[src/rtl/bbot_quad_pkg.sv]
// Shared quadrature definitions: controller states, phase index type and
// the phase-to-(A,B) encoding used by the generator and the counter bench.
package bbot_quad_pkg;

    typedef enum logic {
        ST_IDLE = 1'b0,
        ST_RUN  = 1'b1
    } state_t;

    typedef logic [1:0] phase_t;

    // (A,B) levels for each phase index; stepping p up makes A lead B
    localparam logic [1:0] AB_P0 = 2'b00;
    localparam logic [1:0] AB_P1 = 2'b10;
    localparam logic [1:0] AB_P2 = 2'b11;
    localparam logic [1:0] AB_P3 = 2'b01;

    function automatic logic [1:0] phase_to_ab(input phase_t p);
        logic [1:0] ab;
        case (p)
            2'd0:    ab = AB_P0;
            2'd1:    ab = AB_P1;
            2'd2:    ab = AB_P2;
            default: ab = AB_P3;
        endcase
        return ab;
    endfunction

endpackage

[src/rtl/bbot_edge_timer.sv]
// Loadable down-counter: after a load of H it ticks for one cycle every H
// enabled clocks, reloading itself from the latched period on each tick.
module bbot_edge_timer #(
    parameter int WIDTH = 16
) (
    input  logic             clock,
    input  logic             reset,
    input  logic             load,
    input  logic [WIDTH-1:0] period,
    input  logic             run,
    output logic             tick
);

    logic [WIDTH-1:0] count_q;
    logic [WIDTH-1:0] reload_q;

    assign tick = run && (count_q == WIDTH'(1));

    always_ff @(posedge clock) begin
        if (reset) begin
            count_q  <= '0;
            reload_q <= '0;
        end else if (load) begin
            count_q  <= period;
            reload_q <= period;
        end else if (run) begin
            if (tick) begin
                count_q <= reload_q;
            end else if (count_q != '0) begin
                count_q <= count_q - WIDTH'(1);
            end
        end
    end

endmodule

[src/rtl/bbot_quadrature_generator.sv]
// Quadrature edge generator: emits step_count A/B edges spaced half_period
// clocks apart, in up or down phase order, with abort and done reporting.
//
//   state   | meaning
//   --------+-----------------------------------------------------------
//   ST_IDLE | waiting for start; A/B hold the current phase
//   ST_RUN  | emitting edges on each timer tick until the count runs out
module bbot_quadrature_generator
    import bbot_quad_pkg::*;
#(
    parameter int STEP_WIDTH = 32,
    parameter int DIV_WIDTH  = 16
) (
    input  logic                  clock,
    input  logic                  reset,
    input  logic                  start,
    input  logic                  dir,
    input  logic [STEP_WIDTH-1:0] step_count,
    input  logic [DIV_WIDTH-1:0]  half_period,
    input  logic                  abort,
    output logic                  A,
    output logic                  B,
    output logic                  busy,
    output logic                  done,
    output logic [STEP_WIDTH-1:0] steps_remaining
);

    state_t                state_q;
    state_t                state_d;
    phase_t                phase_q;
    phase_t                phase_next;
    logic [1:0]            ab_q;
    logic                  dir_q;
    logic [STEP_WIDTH-1:0] steps_q;
    logic                  done_q;

    logic                  accept;
    logic                  emit;
    logic                  last_edge;
    logic                  timer_load;
    logic                  timer_run;
    logic                  tick;
    logic [DIV_WIDTH-1:0]  h_eff;

    assign h_eff = (half_period == '0) ? DIV_WIDTH'(1) : half_period;

    bbot_edge_timer #(
        .WIDTH (DIV_WIDTH)
    ) u_edge_timer (
        .clock  (clock),
        .reset  (reset),
        .load   (timer_load),
        .period (h_eff),
        .run    (timer_run),
        .tick   (tick)
    );

    always_ff @(posedge clock) begin
        if (reset) begin
            state_q <= ST_IDLE;
        end else begin
            state_q <= state_d;
        end
    end

    // Abort is checked ahead of the tick so a coinciding final edge is dropped
    always_comb begin
        state_d    = state_q;
        accept     = 1'b0;
        emit       = 1'b0;
        last_edge  = 1'b0;
        timer_load = 1'b0;
        timer_run  = 1'b0;
        case (state_q)
            ST_IDLE: begin
                if (start) begin
                    accept = 1'b1;
                    if (step_count != '0) begin
                        state_d    = ST_RUN;
                        timer_load = 1'b1;
                    end
                end
            end
            ST_RUN: begin
                if (abort) begin
                    state_d = ST_IDLE;
                end else begin
                    timer_run = 1'b1;
                    if (tick && (steps_q != '0)) begin
                        emit = 1'b1;
                        if (steps_q == STEP_WIDTH'(1)) begin
                            last_edge = 1'b1;
                            state_d   = ST_IDLE;
                        end
                    end
                end
            end
            default: state_d = ST_IDLE;
        endcase
    end

    assign phase_next = dir_q ? (phase_q + 2'd1) : (phase_q - 2'd1);

    always_ff @(posedge clock) begin
        if (reset) begin
            phase_q <= 2'd0;
            ab_q    <= AB_P0;
            dir_q   <= 1'b0;
            steps_q <= '0;
            done_q  <= 1'b0;
        end else begin
            done_q <= (accept && (step_count == '0)) || last_edge;
            if (accept) begin
                dir_q   <= dir;
                steps_q <= step_count;
            end else if (emit) begin
                phase_q <= phase_next;
                ab_q    <= phase_to_ab(phase_next);
                steps_q <= steps_q - STEP_WIDTH'(1);
            end
        end
    end

    assign A               = ab_q[1];
    assign B               = ab_q[0];
    assign busy            = (state_q == ST_RUN);
    assign done            = done_q;
    assign steps_remaining = steps_q;

endmodule

[config.mk]
export PLATFORM = sky130hd
export DESIGN_NAME = bbot_quadrature_generator
export DESIGN_NICKNAME = d
export VERILOG_FILES = /design/src/rtl/bbot_quad_pkg.sv /design/src/rtl/bbot_edge_timer.sv /design/src/rtl/bbot_quadrature_generator.sv
export SDC_FILE = /design/constraint.sdc
export NUM_CORES = 1
export LEC_CHECK = 0
export CAP_MARGIN = 20
export CORE_MARGIN = 2
export CORE_UTILIZATION = 47
export DETAILED_ROUTE_END_ITERATION = 7
export PLACE_DENSITY = 0.77
export SLEW_MARGIN = 20
export SYNTH_ARGS = -nofsm -noshare
export SYNTH_HDL_FRONTEND = slang
export SYNTH_HIERARCHICAL = 1
export SYNTH_SLANG_ARGS = --single-unit
[constraint.sdc]
create_clock -name clock -period 3.3 [get_ports clock]
set_input_delay 0.99 -clock clock [delete_from_list [all_inputs] [get_ports clock]]
set_output_delay 0.99 -clock clock [all_outputs]
set_load 0.05 [all_outputs]
# Yosys cells after proc, flatten, opt, wreduce, memory -nomap -nowiden
# Index checks and enable logic that the tools add are counted.
[classes] n_mux=27 add_sub_neg=4 reduce_logical=15 n_bitwise=2 n_eq_ne=4
[op_table] op="two-way mux 16 bit" count=5
[op_table] op="two-way mux 32 bit" count=2
[op_table] op="nonzero test 32 bit" count=2
[op_table] op="equality test 32 x 1 -> 1 bit (second input constant)" count=1
[op_table] op="logical NOT 32 bit" count=1
[op_table] op="subtractor 32 x 1 -> 32 bit (second input constant)" count=1
[op_table] op="two-way mux 1 bit" count=17
[op_table] op="equality test 16 x 1 -> 1 bit (second input constant)" count=1
[op_table] op="logical NOT 16 bit" count=1
[op_table] op="nonzero test 16 bit" count=1
[op_table] op="subtractor 16 x 1 -> 16 bit (second input constant)" count=1
[op_table] op="case mux 2 bit (3 select lines)" count=1
[op_table] op="AND reduction 2 bit" count=2
[op_table] op="nonzero test 2 bit" count=2
[op_table] op="logical AND 1 bit" count=3
[op_table] op="nonzero test 3 bit" count=1
[op_table] op="adder 2 x 1 -> 2 bit (second input constant)" count=1
[op_table] op="equality test 2 x 1 -> 1 bit (second input constant)" count=1
[op_table] op="equality test 2 bit (second input constant)" count=1
[op_table] op="logical NOT 2 bit" count=1
[op_table] op="two-way mux 2 bit" count=1
[op_table] op="NOT 1 bit" count=2
[op_table] op="case mux 1 bit (2 select lines)" count=1
[op_table] op="subtractor 2 x 1 -> 2 bit (second input constant)" count=1
[op_table] op="logical OR 1 bit" count=1
[totals] wordCells=60 output_inout_bits=36 register_bits=71 input_bits=53

# Logic depth before layout (Yosys ltp)
# Gate-level depths: netlist of the first run.
[depth] word_depth=9 depth_mapped=11 ltp_nobuf=10

# Cells and area by module
# The synthesis of the first run kept the hierarchy.
[by_module_without_submodules] mod="bbot_quadrature_generator" instances=1 area_per_inst_um2=2451.1 seq_area_each_um2=780.7 cells_per_inst=317
[by_module_without_submodules] mod="bbot_edge_timer" instances=1 area_per_inst_um2=1776.7 seq_area_each_um2=640.6 cells_per_inst=212

# Least setup slack after synthesis of the first run
# OpenSTA, ideal clock, no wires.
[synth_path] kind="input to register" from="input port abort" to="register steps_q[29], in the netlist steps_remaining[29]" path_buffers=2 required_ns=3.226 slack_ns=0.116 cell_stages=10 setup_ns=0.074 arrival_ns=3.110 cell_sequence="nor2b_1 -> and3_1 -> nand2_1 -> clkbuf_1 -> inv_1 -> and2_1 -> clkbuf_1 -> o2111ai_4 -> or4_1 -> a31oi_1"
[synth_via] elab_chain_len=8
[synth_lines] item="start, declared" line="bbot_quadrature_generator.sv:20" rtl="input logic abort,"
[synth_lines] item="two-way mux 1 bit" line="bbot_quadrature_generator.sv:85" rtl="if (abort) begin"
[synth_lines] item="two-way mux 1 bit" line="bbot_quadrature_generator.sv:74" rtl="case (state_q)"
[synth_lines] item="logical AND 1 bit" line="bbot_edge_timer.sv:17" rtl="assign tick = run && (count_q == WIDTH'(1));"
[synth_lines] item="named net tick" line="bbot_quadrature_generator.sv:42" rtl="logic tick;"
[synth_lines] item="logical AND 1 bit" line="bbot_quadrature_generator.sv:89" rtl="if (tick && (steps_q != '0)) begin"
[synth_lines] item="two-way mux 1 bit" line="bbot_quadrature_generator.sv:89"
[synth_lines] item="two-way mux 1 bit" line="bbot_quadrature_generator.sv:85"
[synth_lines] item="two-way mux 1 bit" line="bbot_quadrature_generator.sv:74"
[synth_lines] item="nonzero test 2 bit (no line)"
[synth_lines] item="end signal, assigned" line="bbot_quadrature_generator.sv:115" rtl="steps_q <= step_count;"
[synth_lines] item="end signal, assigned" line="bbot_quadrature_generator.sv:119" rtl="steps_q <= steps_q - STEP_WIDTH'(1);"
[synth_lines] item="end, declared" line="bbot_quadrature_generator.sv:34" rtl="logic [STEP_WIDTH-1:0] steps_q;"
# The timed path passes the listed nets, and every way through them passes these cells.
# A chain may end at the register's enable or synchronous reset.

# Final worst setup path of the first run
[layout_path] from="input port step_count[13]" to="register u_edge_timer.count_q[15]"
[layout_via] elab_chain_len=6 elab_cells_between_ends=8 classes_between="4 x mux; 4 x reduce/logical"
[layout_lines] item="start, declared" line="bbot_quadrature_generator.sv:18" rtl="input logic [STEP_WIDTH-1:0] step_count,"
[layout_lines] item="nonzero test 32 bit *" line="bbot_quadrature_generator.sv:78" rtl="if (step_count != '0) begin"
[layout_lines] item="two-way mux 1 bit *" line="bbot_quadrature_generator.sv:78"
[layout_lines] item="two-way mux 1 bit *" line="bbot_quadrature_generator.sv:76" rtl="if (start) begin"
[layout_lines] item="two-way mux 1 bit *" line="bbot_quadrature_generator.sv:74"
[layout_lines] item="named net timer_load" line="bbot_quadrature_generator.sv:40" rtl="logic timer_load;"
[layout_lines] item="nonzero test 3 bit (no line) or nonzero test 2 bit (tied branches)"
[layout_lines] item="AND reduction 2 bit (no line)"
[layout_lines] item="end signal, assigned" line="bbot_edge_timer.sv:24" rtl="count_q <= period;"
[layout_lines] item="end signal, assigned" line="bbot_edge_timer.sv:28" rtl="count_q <= reload_q;"
[layout_lines] item="end signal, assigned" line="bbot_edge_timer.sv:30" rtl="count_q <= count_q - WIDTH'(1);"
[layout_lines] item="end, declared" line="bbot_edge_timer.sv:14" rtl="logic [WIDTH-1:0] count_q;"
# The timed path passes the listed nets; every way through them passes the cells marked *.

==> PnR_summary.wiki, run 1 <==
{| class="wikitable"
! Metric !! Value
|-
| Final setup violation count || 0
|-
| Number of nets in the layout || 663
|-
| Non-filler instance count after layout || 717
|-
| Clock period minus worst slack || 3.20 ns
|-
| Fraction of final layout cells with drive strength greater than 1 || 10.7%
|-
| Area overhead of the layout relative to synthesis || 28.8%
|-
| Final Wtd Congestion || 0.924
|-
| YS warnings || 6
|-
| Total overflow reported by the global router || 0
|-
| Synth area leaders || sky130_fd_sc_hd__dfxtp_1, sky130_fd_sc_hd__nand2_1, sky130_fd_sc_hd__a21oi_1
|-
| Clock Tree Root || sky130_fd_sc_hd__clkbuf_8
|-
| Final hold violation count || 0
|-
| Internal cell power || 1.59 mW
|-
| Fraction of the yosys area taken by sequential cells || between 30% and 40%
|-
| Family with the most delay on the worst path || simple AND/OR/NAND/NOR gates
|-
| First-pass GRT wire length || between 20,000 and 25,000 um
|-
| Dominant cell type by count on the critical path || sky130_fd_sc_hd__buf_4
|-
| Count of different cell masters after synthesis || 69
|-
| Post-synth top area share || ~34%
|-
| Number of enable-type register cells in the synthesized netlist || 0
|-
| Sum of net half-perimeters after detailed placement || 9770 um
|-
| Slack of the critical path || between 0.09 and 0.1 ns
|-
| Worst-Skew Late Latency || between 0.3 and 0.4 ns
|-
| TritonRoute pass-1 iters || 5
|-
| Maximum clock path buffer count || 2
|-
| Antenna Cells || 0
|-
| Final Cycle Share || 97.0%
|-
| Clk network pwr share || 28.2%
|-
| Die Ht || 98.8 um
|-
| Number of max-cap violations || 0
|-
| Total number of vias || 4,608
|-
| Die X-Extent || 98.8 um
|-
| Vias in the first global route || 4,418
|-
| Number of buffers inserted by hold repair at cts || 0
|-
| Place WS || -0.221 ns
|-
| Worst-Margin Slew || just under 0.9 ns
|-
| Syn Inst Count || 529
|-
| Setup fix buffers added after clock tree synthesis || 0
|-
| Combined buffer and inverter count along the critical path || 3
|-
| Seq cells post-synth || a little over 70
|-
| Relative slew slack || 41.3%
|-
| Die Outline Area || 0.00977 mm2
|-
| Worst Setup End Kind || register
|-
| Area of all placed cells without fillers || 0.00545 mm2
|-
| Async set or reset register ratio after synthesis || 0%
|-
| Class of the tightest hold or removal check || reg2reg
|-
| Clock slew at the register clock pins of the worst setup and hold paths || 0.07 ns
|-
| Sequential share of power || 41.2%
|-
| Detailed-route vias per instance || 6.43
|-
| Outcome || completed
|-
| Post-Route Skew || 0.00975 ns
|-
| Antenna violations before repair || 0
|-
| Number of top-level pins || 89
|-
| Routed len/inst || 18.7 um
|-
| Count of input and output buffers || between 80 and 90
|-
| Initial cell density of the core || about half
|-
| CTS tree || yes
|-
| Startpoint Class || primary input
|-
| Worst hold slack || 0.468 ns
|-
| Cell Area, Synth || 0.00423 mm2
|-
| Drt first-iter violations || 298
|-
| Arrival time at the worst endpoint || 3.45 ns
|-
| Final design utilization || between 60% and 70%
|-
| Total power draw || 2.42 mW
|-
| Crit path max-delay cell type || sky130_fd_sc_hd__clkdlybuf4s50_1
|-
| Maximum ir drop on the vdd rail || around 0.2 mV
|-
| Largest stage delay on the critical path || between 0.4 and 0.5 ns
|-
| Largest net degree at the start of global routing || 37
|-
| Count of clock tree sinks || 71
|-
| Ordered cell list for the critical path || clkdlybuf4s50_1 -> nor4_1 -> buf_4 -> nand4_1 -> nor3_1 -> nor2_2 -> buf_4 -> a21oi_1 -> o21ai_0 -> a311oi_1
|-
| Final-report max-slew violation count || 0
|-
| Post-CTS Resized || 0
|-
| Post-synthesis cell type with the largest combined area || sky130_fd_sc_hd__dfxtp_1
|-
| Max Fanout on Critical Path || 16
|-
| Most frequently used flop master after synthesis || sky130_fd_sc_hd__dfxtp_1
|-
| Leakage power summed over all cells || ~1.9 nW
|-
| Switching power summed over all nets || 0.834 mW
|-
| Placed instance area || 0.00527 mm2
|-
| Htree depth || 3
|-
| Critical path data required time || 3.55 ns
|-
| Cell Rows || 34
|-
| Clock buffers created by TritonCTS || 9
|-
| Antenna Nets Post-Route || 0
|-
| Fraction of power spent switching nets || 34.5%
|-
| Placed instance count || 703
|-
| Core area || 0.00872 mm2
|-
| Post-Synthesis Net Count || 586
|-
| Combined global-route utilization of all metal layers || 27.2%
|-
| Post-Route WL || 13,400 um
|-
| Setup tns final || 0 ns
|-
| Mean Syn Cell Area || 7.99 um2
|-
| Total power density per cell area || 444 mW/mm2
|-
| Relative contribution of combinational cells to total power || a little under a third
|-
| Maximum operating frequency || around 0.31 GHz
|-
| Crit path kind || in2reg
|-
| Detailed-route DRC error count || 0
|-
| Setup repair after global routing missed its margin || no
|}
==> worst paths after layout <==
path                       startpoint                        to  slack [ns]  depth (start not counted)
max                    step_count[13]  u_edge_timer/count_q[15]         0.1                         10
min          u_edge_timer/reload_q[1]  u_edge_timer/reload_q[1]        0.47                          2
max reg2reg   u_edge_timer/count_q[8]       steps_remaining[29]        0.25                          8
min reg2reg  u_edge_timer/reload_q[1]  u_edge_timer/reload_q[1]        0.47                          2
==> Yosys cell counts, types with 3 or more instances <==
cell / count
sky130_fd_sc_hd__and2_1: 5
sky130_fd_sc_hd__nor3_1: 33
sky130_fd_sc_hd__a211o_1: 4
sky130_fd_sc_hd__o2bb2a_1: 3
sky130_fd_sc_hd__buf_2: 4
sky130_fd_sc_hd__buf_6: 3
sky130_fd_sc_hd__nor2_1: 44
sky130_fd_sc_hd__ha_1: 4
sky130_fd_sc_hd__a22oi_1: 7
sky130_fd_sc_hd__or3_1: 13
sky130_fd_sc_hd__a31oi_1: 17
sky130_fd_sc_hd__a32oi_1: 3
sky130_fd_sc_hd__xnor2_1: 11
sky130_fd_sc_hd__and4_1: 4
sky130_fd_sc_hd__a211oi_1: 9
sky130_fd_sc_hd__a311o_1: 4
sky130_fd_sc_hd__o311ai_0: 7
sky130_fd_sc_hd__xor2_1: 4
sky130_fd_sc_hd__clkbuf_1: 43
sky130_fd_sc_hd__nand2_1: 48
sky130_fd_sc_hd__nor2b_1: 3
sky130_fd_sc_hd__nand3_1: 11
sky130_fd_sc_hd__nand4_1: 5
sky130_fd_sc_hd__a21oi_1: 35
sky130_fd_sc_hd__o31ai_1: 4
sky130_fd_sc_hd__dfxtp_1: 71
sky130_fd_sc_hd__and3_1: 3
sky130_fd_sc_hd__or4_1: 9
sky130_fd_sc_hd__o21ai_0: 14
sky130_fd_sc_hd__inv_1: 13
sky130_fd_sc_hd__or2_2: 3
sky130_fd_sc_hd__a311oi_1: 8
sky130_fd_sc_hd__a311oi_2: 5
sky130_fd_sc_hd__nor4_1: 20
sky130_fd_sc_hd__o211ai_1: 10
==> sequential cells by signal, indices dropped and copies added, names as in the netlist <==
register,count
steps_remaining,32
u_edge_timer/count_q,16
u_edge_timer/reload_q,16
ab_q,2
phase_q,2
busy,1
dir_q,1
done,1
==> cells by family after synthesis <==
logic type                 share of synthesized area [%]
buffers and inverters                               6.33
adders and majority gates                           1.18
muxes                                               1.01
xor gates and xnor gates                            3.11
and+or+nand+nor                                     27.0
DFF                                                 33.6
AOI/OAI and AO/OA                                   27.7
==> cell usage in the layout, fill, tap and decap left out, types with 4 or more instances in the layout <==
master                             n
sky130_fd_sc_hd__o211ai_1         10
sky130_fd_sc_hd__a311oi_2          5
sky130_fd_sc_hd__buf_4            27
sky130_fd_sc_hd__nand2_1          48
sky130_fd_sc_hd__inv_1            13
sky130_fd_sc_hd__a22oi_1           7
sky130_fd_sc_hd__nand3_1          11
sky130_fd_sc_hd__xnor2_1          11
sky130_fd_sc_hd__nor2_1           43
sky130_fd_sc_hd__nand4_1           5
sky130_fd_sc_hd__a31oi_1          17
sky130_fd_sc_hd__a311o_1           4
sky130_fd_sc_hd__clkbuf_8         10
sky130_fd_sc_hd__a211oi_1          9
sky130_fd_sc_hd__nor4_1           20
sky130_fd_sc_hd__ha_1              4
sky130_fd_sc_hd__a211o_1           4
sky130_fd_sc_hd__o31ai_1           4
sky130_fd_sc_hd__o311ai_0          7
sky130_fd_sc_hd__and4_1            4
sky130_fd_sc_hd__clkdlybuf4s50_1  87
sky130_fd_sc_hd__o21ai_0          14
sky130_fd_sc_hd__or4_1             9
sky130_fd_sc_hd__or3_1            13
sky130_fd_sc_hd__nor3_1           33
sky130_fd_sc_hd__a21oi_1          35
sky130_fd_sc_hd__xor2_1            4
sky130_fd_sc_hd__and2_1            5
sky130_fd_sc_hd__dfxtp_1          71
sky130_fd_sc_hd__a311oi_1          8
==> power by group through the flow <==
stage / registers (mW) / logic (mW) / clock network, mW
after floorplan: 1.09 / 0.399 / 0
after global placement: 1.01 / 0.712 / 0
after detailed placement: 1.01 / 0.727 / 0
after CTS: 0.994 / 0.731 / 0.686
after global routing: 1.01 / 0.794 / 0.727
final: 0.998 / 0.740 / 0.681
==> layout make-up <==
| class | count | area (um2) |
|---|---|---|
| tap | 108 | 135 |
| fill | 744 | 3270 |
| multi-input combinational | 394 | 2540 |
| inverter | 13 | 48.8 |
| sequential | 71 | 1420 |
| clock inverter | 1 | 30.0 |
| timing repair buffer | 117 | 1120 |
| clock buffer | 13 | 149 |
==> tightest hold or removal path, cell delays in order (launching register included) <==
cell and delay, ns:
sky130_fd_sc_hd__dfxtp_1 0.31, sky130_fd_sc_hd__nand2_1 0.05, sky130_fd_sc_hd__a21oi_1 0.05
==> routing by layer <==
layer / share of wire, % / track usage [%] / vias to the layer above
li1: - / - / 2170
met1: 42 / 36.2 / 2174
met2: 48 / 44.3 / 234
met3: 8.4 / 4.68 / 30
met4: 2.3 / 10.1 / 0
met5: 0 / 0 / -
Power figures use the tool's default switching activity.
==> run 2: changes to the inputs <==
PLACE_DENSITY = default   (was 0.77)
PLACE_DENSITY_LB_ADDON = 0.12   (was default)
==> run 2 against run 1 <==
Net effect: fmax up 3.5%; sequential cell count unchanged; die area unchanged; non-clock buffer count unchanged; via count down 0.59%; utilization up 0.52 points; largest power group unchanged; highest routed layer unchanged; count of clock-buffer cells in the layout unchanged; worst setup slack better by 0.11 ns; largest cell class unchanged; first-iteration DRC count up 24%; combinational power about the same.
==> PnR_summary.wiki, run 2 (synthesis gave the netlist of run 1 again) <==
{| class="wikitable"
! Metric !! Value
|-
| Cell Rows || 34 (unchanged)
|-
| Final-report max-slew violation count || 0 (unchanged)
|-
| Initial cell density of the core || 48.5% (unchanged)
|-
| Clk network pwr share || 31.7% (+3.5 points)
|-
| Count of clock tree sinks || 71 (unchanged)
|-
| Area overhead of the layout relative to synthesis || 29.9%
|-
| Startpoint Class || primary input
|-
| Clock period minus worst slack || 3.09 ns (-0.108 ns)
|-
| R2r worst-path depth || 9 (+1)
|-
| Combined global-route utilization of all metal layers || 27.1% (-0.15 points)
|-
| Antenna Cells || 0 (unchanged)
|-
| Placed instance area || 0.00527 mm2 (unchanged)
|-
| Place WS || -0.0808 ns (+0.140 ns)
|-
| Number of nets in the layout || 663 (unchanged)
|-
| Reg-to-Reg Start || u_edge_timer/count_q[8]
|-
| CTS tree || yes
|-
| Fraction of power spent switching nets || 33.6% (-0.89 points)
|-
| Worst Setup End Kind || register
|-
| Sequential share of power || 39.2% (-2.0 points)
|-
| Slack of the critical path || 0.207 ns (+0.108 ns)
|-
| Total number of vias || 4,581 (-0.59%)
|-
| Maximum ir drop on the vdd rail || 0.306 mV (+53%)
|-
| Reg2reg end || steps_remaining[17]
|-
| Critical path data required time || 3.53 ns (-0.02 ns)
|-
| Highest-count cells in the layout ignoring fill and taps || sky130_fd_sc_hd__clkdlybuf4s50_1, sky130_fd_sc_hd__dfxtp_1, sky130_fd_sc_hd__nand2_1
|-
| Switching power summed over all nets || 0.853 mW (+2.3%)
|-
| Total power density per cell area || 463 mW/mm2 (+4.2%)
|-
| First-pass GRT wire length || 21,500 um (-1.7%)
|-
| Vias in the first global route || 4,198 (-5.0%)
|-
| Sum of net half-perimeters after detailed placement || 9620 um (-1.5%)
|-
| Post-Route Skew || 0.0134 ns (+0.00363 ns)
|-
| Die Outline Area || 0.00977 mm2 (unchanged)
|-
| Worst setup path startpoint || step_count[1]
|-
| Detailed-route vias per instance || 6.37 (-0.86%)
|-
| Fraction of final layout cells with drive strength greater than 1 || 11.1% (+0.46 points)
|-
| Clock slew at the register clock pins of the worst setup and hold paths || 0.07 ns (about the same)
|-
| Htree depth || 3 (unchanged)
|-
| Maximum operating frequency || 0.323 GHz (+3.5%)
|-
| Area of all placed cells without fillers || 0.00549 mm2 (+0.83%)
|-
| Total power draw || 2.54 mW (+5.0%)
|-
| Final hold violation count || 0 (unchanged)
|-
| Final setup violation count || 0 (unchanged)
|-
| Largest net degree at the start of global routing || 37 (unchanged)
|-
| Most common cell after layout, fill and taps aside || sky130_fd_sc_hd__clkdlybuf4s50_1
|-
| Antenna Nets Post-Route || 0 (unchanged)
|-
| Final Wtd Congestion || 0.898 (-2.8%)
|-
| R2r setup slk || 0.35 ns (+0.10 ns)
|-
| Die Ht || 98.8 um (unchanged)
|-
| Total overflow reported by the global router || 0 (unchanged)
|-
| Post-CTS Resized || 0 (unchanged)
|-
| Number of buffers inserted by hold repair at cts || 0 (unchanged)
|-
| Core area || 0.00872 mm2 (unchanged)
|-
| Flip-flop count of the largest register after layout || 32 (unchanged)
|-
| Max Fanout on Critical Path || 17 (+1)
|-
| Crit path kind || in2reg
|-
| Antenna violations before repair || 0 (unchanged)
|-
| Post-Route WL || 13,200 um (-1.6%)
|-
| Clock buffers created by TritonCTS || 9 (unchanged)
|-
| Die X-Extent || 98.8 um (unchanged)
|-
| Routed len/inst || 18.4 um (-1.9%)
|-
| Relative slew slack || 46.9% (+5.6 points)
|-
| Final Cycle Share || 93.7% (-3.3 points)
|-
| Worst-Margin Slew || 0.785 ns (-0.0889 ns)
|-
| Leakage power summed over all cells || 1.90 nW (+1.2%)
|-
| Maximum clock path buffer count || 2 (unchanged)
|-
| Critical Path Sink || u_edge_timer/count_q[4]
|-
| Class of the tightest hold or removal check || reg2reg
|-
| Drt first-iter violations || 369 (+24%)
|-
| Number of max-cap violations || 0 (unchanged)
|-
| Internal cell power || 1.69 mW (+6.5%)
|-
| Count of input and output buffers || 88 (unchanged)
|-
| Number of top-level pins || 89 (unchanged)
|-
| Clock Tree Root || sky130_fd_sc_hd__clkbuf_8
|-
| Detailed-route DRC error count || 0 (unchanged)
|-
| Setup repair after global routing missed its margin || no
|-
| Worst-Skew Late Latency || 0.36 ns (about the same)
|-
| Relative contribution of combinational cells to total power || 29.1% (-1.5 points)
|-
| Arrival time at the worst endpoint || 3.32 ns (-0.13 ns)
|-
| TritonRoute pass-1 iters || 5 (unchanged)
|-
| Outcome || completed
|-
| Setup fix buffers added after clock tree synthesis || 0 (unchanged)
|}
run 2: cell count changes in the layout (fill, tap and decap cells not counted):
cell / previous run / this run
sky130_fd_sc_hd__clkbuf_1: 3 / 2
sky130_fd_sc_hd__clkinv_2: 0 / 1
sky130_fd_sc_hd__clkbuf_8: 10 / 11
sky130_fd_sc_hd__bufinv_16: 1 / 2
run 2: cell type report:
cell class                      instances  area, um2
Clock buffer                           13        159
Clock inverter                          3       65.1
Fill cell                             787       3230
Inverter                               13       48.8
Multi-Input combinational cell        394       2540
Sequential cell                        71       1420
Tap cell                              108        135
Timing Repair Buffer                  117       1120
run 2: metrics by stage:
step                      cells  setup TNS, ns  hold WS (ns)  util (%)
after floorplan             529              0         0.436         -
after global placement      703        -0.0364         0.445      60.4
after detailed placement    703         -0.824         0.452      60.4
after CTS                   719              0         0.463      63.0
after global routing        719              0         0.498      63.0
final                       719              0         0.461      63.0
run 2: worst min path at each step:
stage,from,end,slack (ns),depth (start not counted)
detailed placement,u_edge_timer/reload_q[12],u_edge_timer/reload_q[12],0.45,2
global placement,u_edge_timer/reload_q[1],u_edge_timer/reload_q[1],0.44,2
CTS,u_edge_timer/reload_q[12],u_edge_timer/reload_q[12],0.46,2
global route,u_edge_timer/reload_q[7],u_edge_timer/reload_q[7],0.50,2
floorplan,u_edge_timer/reload_q[1],u_edge_timer/reload_q[1],0.44,2
finish,u_edge_timer/reload_q[12],u_edge_timer/reload_q[12],0.46,2
run 2: worst max-delay path, stage by stage:
cell	delay (ns)
sky130_fd_sc_hd__clkdlybuf4s50_1	0.45
sky130_fd_sc_hd__nor4_1	0.53
sky130_fd_sc_hd__nand4_1	0.16
sky130_fd_sc_hd__nor3_1	0.28
sky130_fd_sc_hd__nor2_2	0.11
sky130_fd_sc_hd__inv_1	0.20
sky130_fd_sc_hd__o221ai_4	0.19
sky130_fd_sc_hd__buf_12	0.21
sky130_fd_sc_hd__nor2_1	0.13
sky130_fd_sc_hd__a311oi_2	0.06
run 2: power by group through the flow:
stage | Combinational [mW] | Sequential (mW) | Clock [mW]
2_1_floorplan | 0.399 | 1.09 | 0
3_3_place_gp | 0.714 | 1.01 | 0
3_5_place_dp | 0.724 | 1.01 | 0
4_1_cts | 0.729 | 0.993 | 0.810
5_1_grt | 0.792 | 1.01 | 0.847
6_report | 0.740 | 0.996 | 0.806
run 2: metal layers:
metal | part of all wire (%) | wire length (um) | GRT usage (%)
met1 | 47 | 6140 | 41.4
met3 | 9.5 | 1260 | 3.62
met2 | 43 | 5670 | 39.6
met5 | 0 | 0 | 0
met4 | 0.98 | 129 | 7.80
==> run 3: changes to the inputs <==
SKIP_CTS_REPAIR_TIMING = 1   (was default)
==> results of run 3 <==
Same layout as run 2: the final DEF is identical, and so are final timing and power.
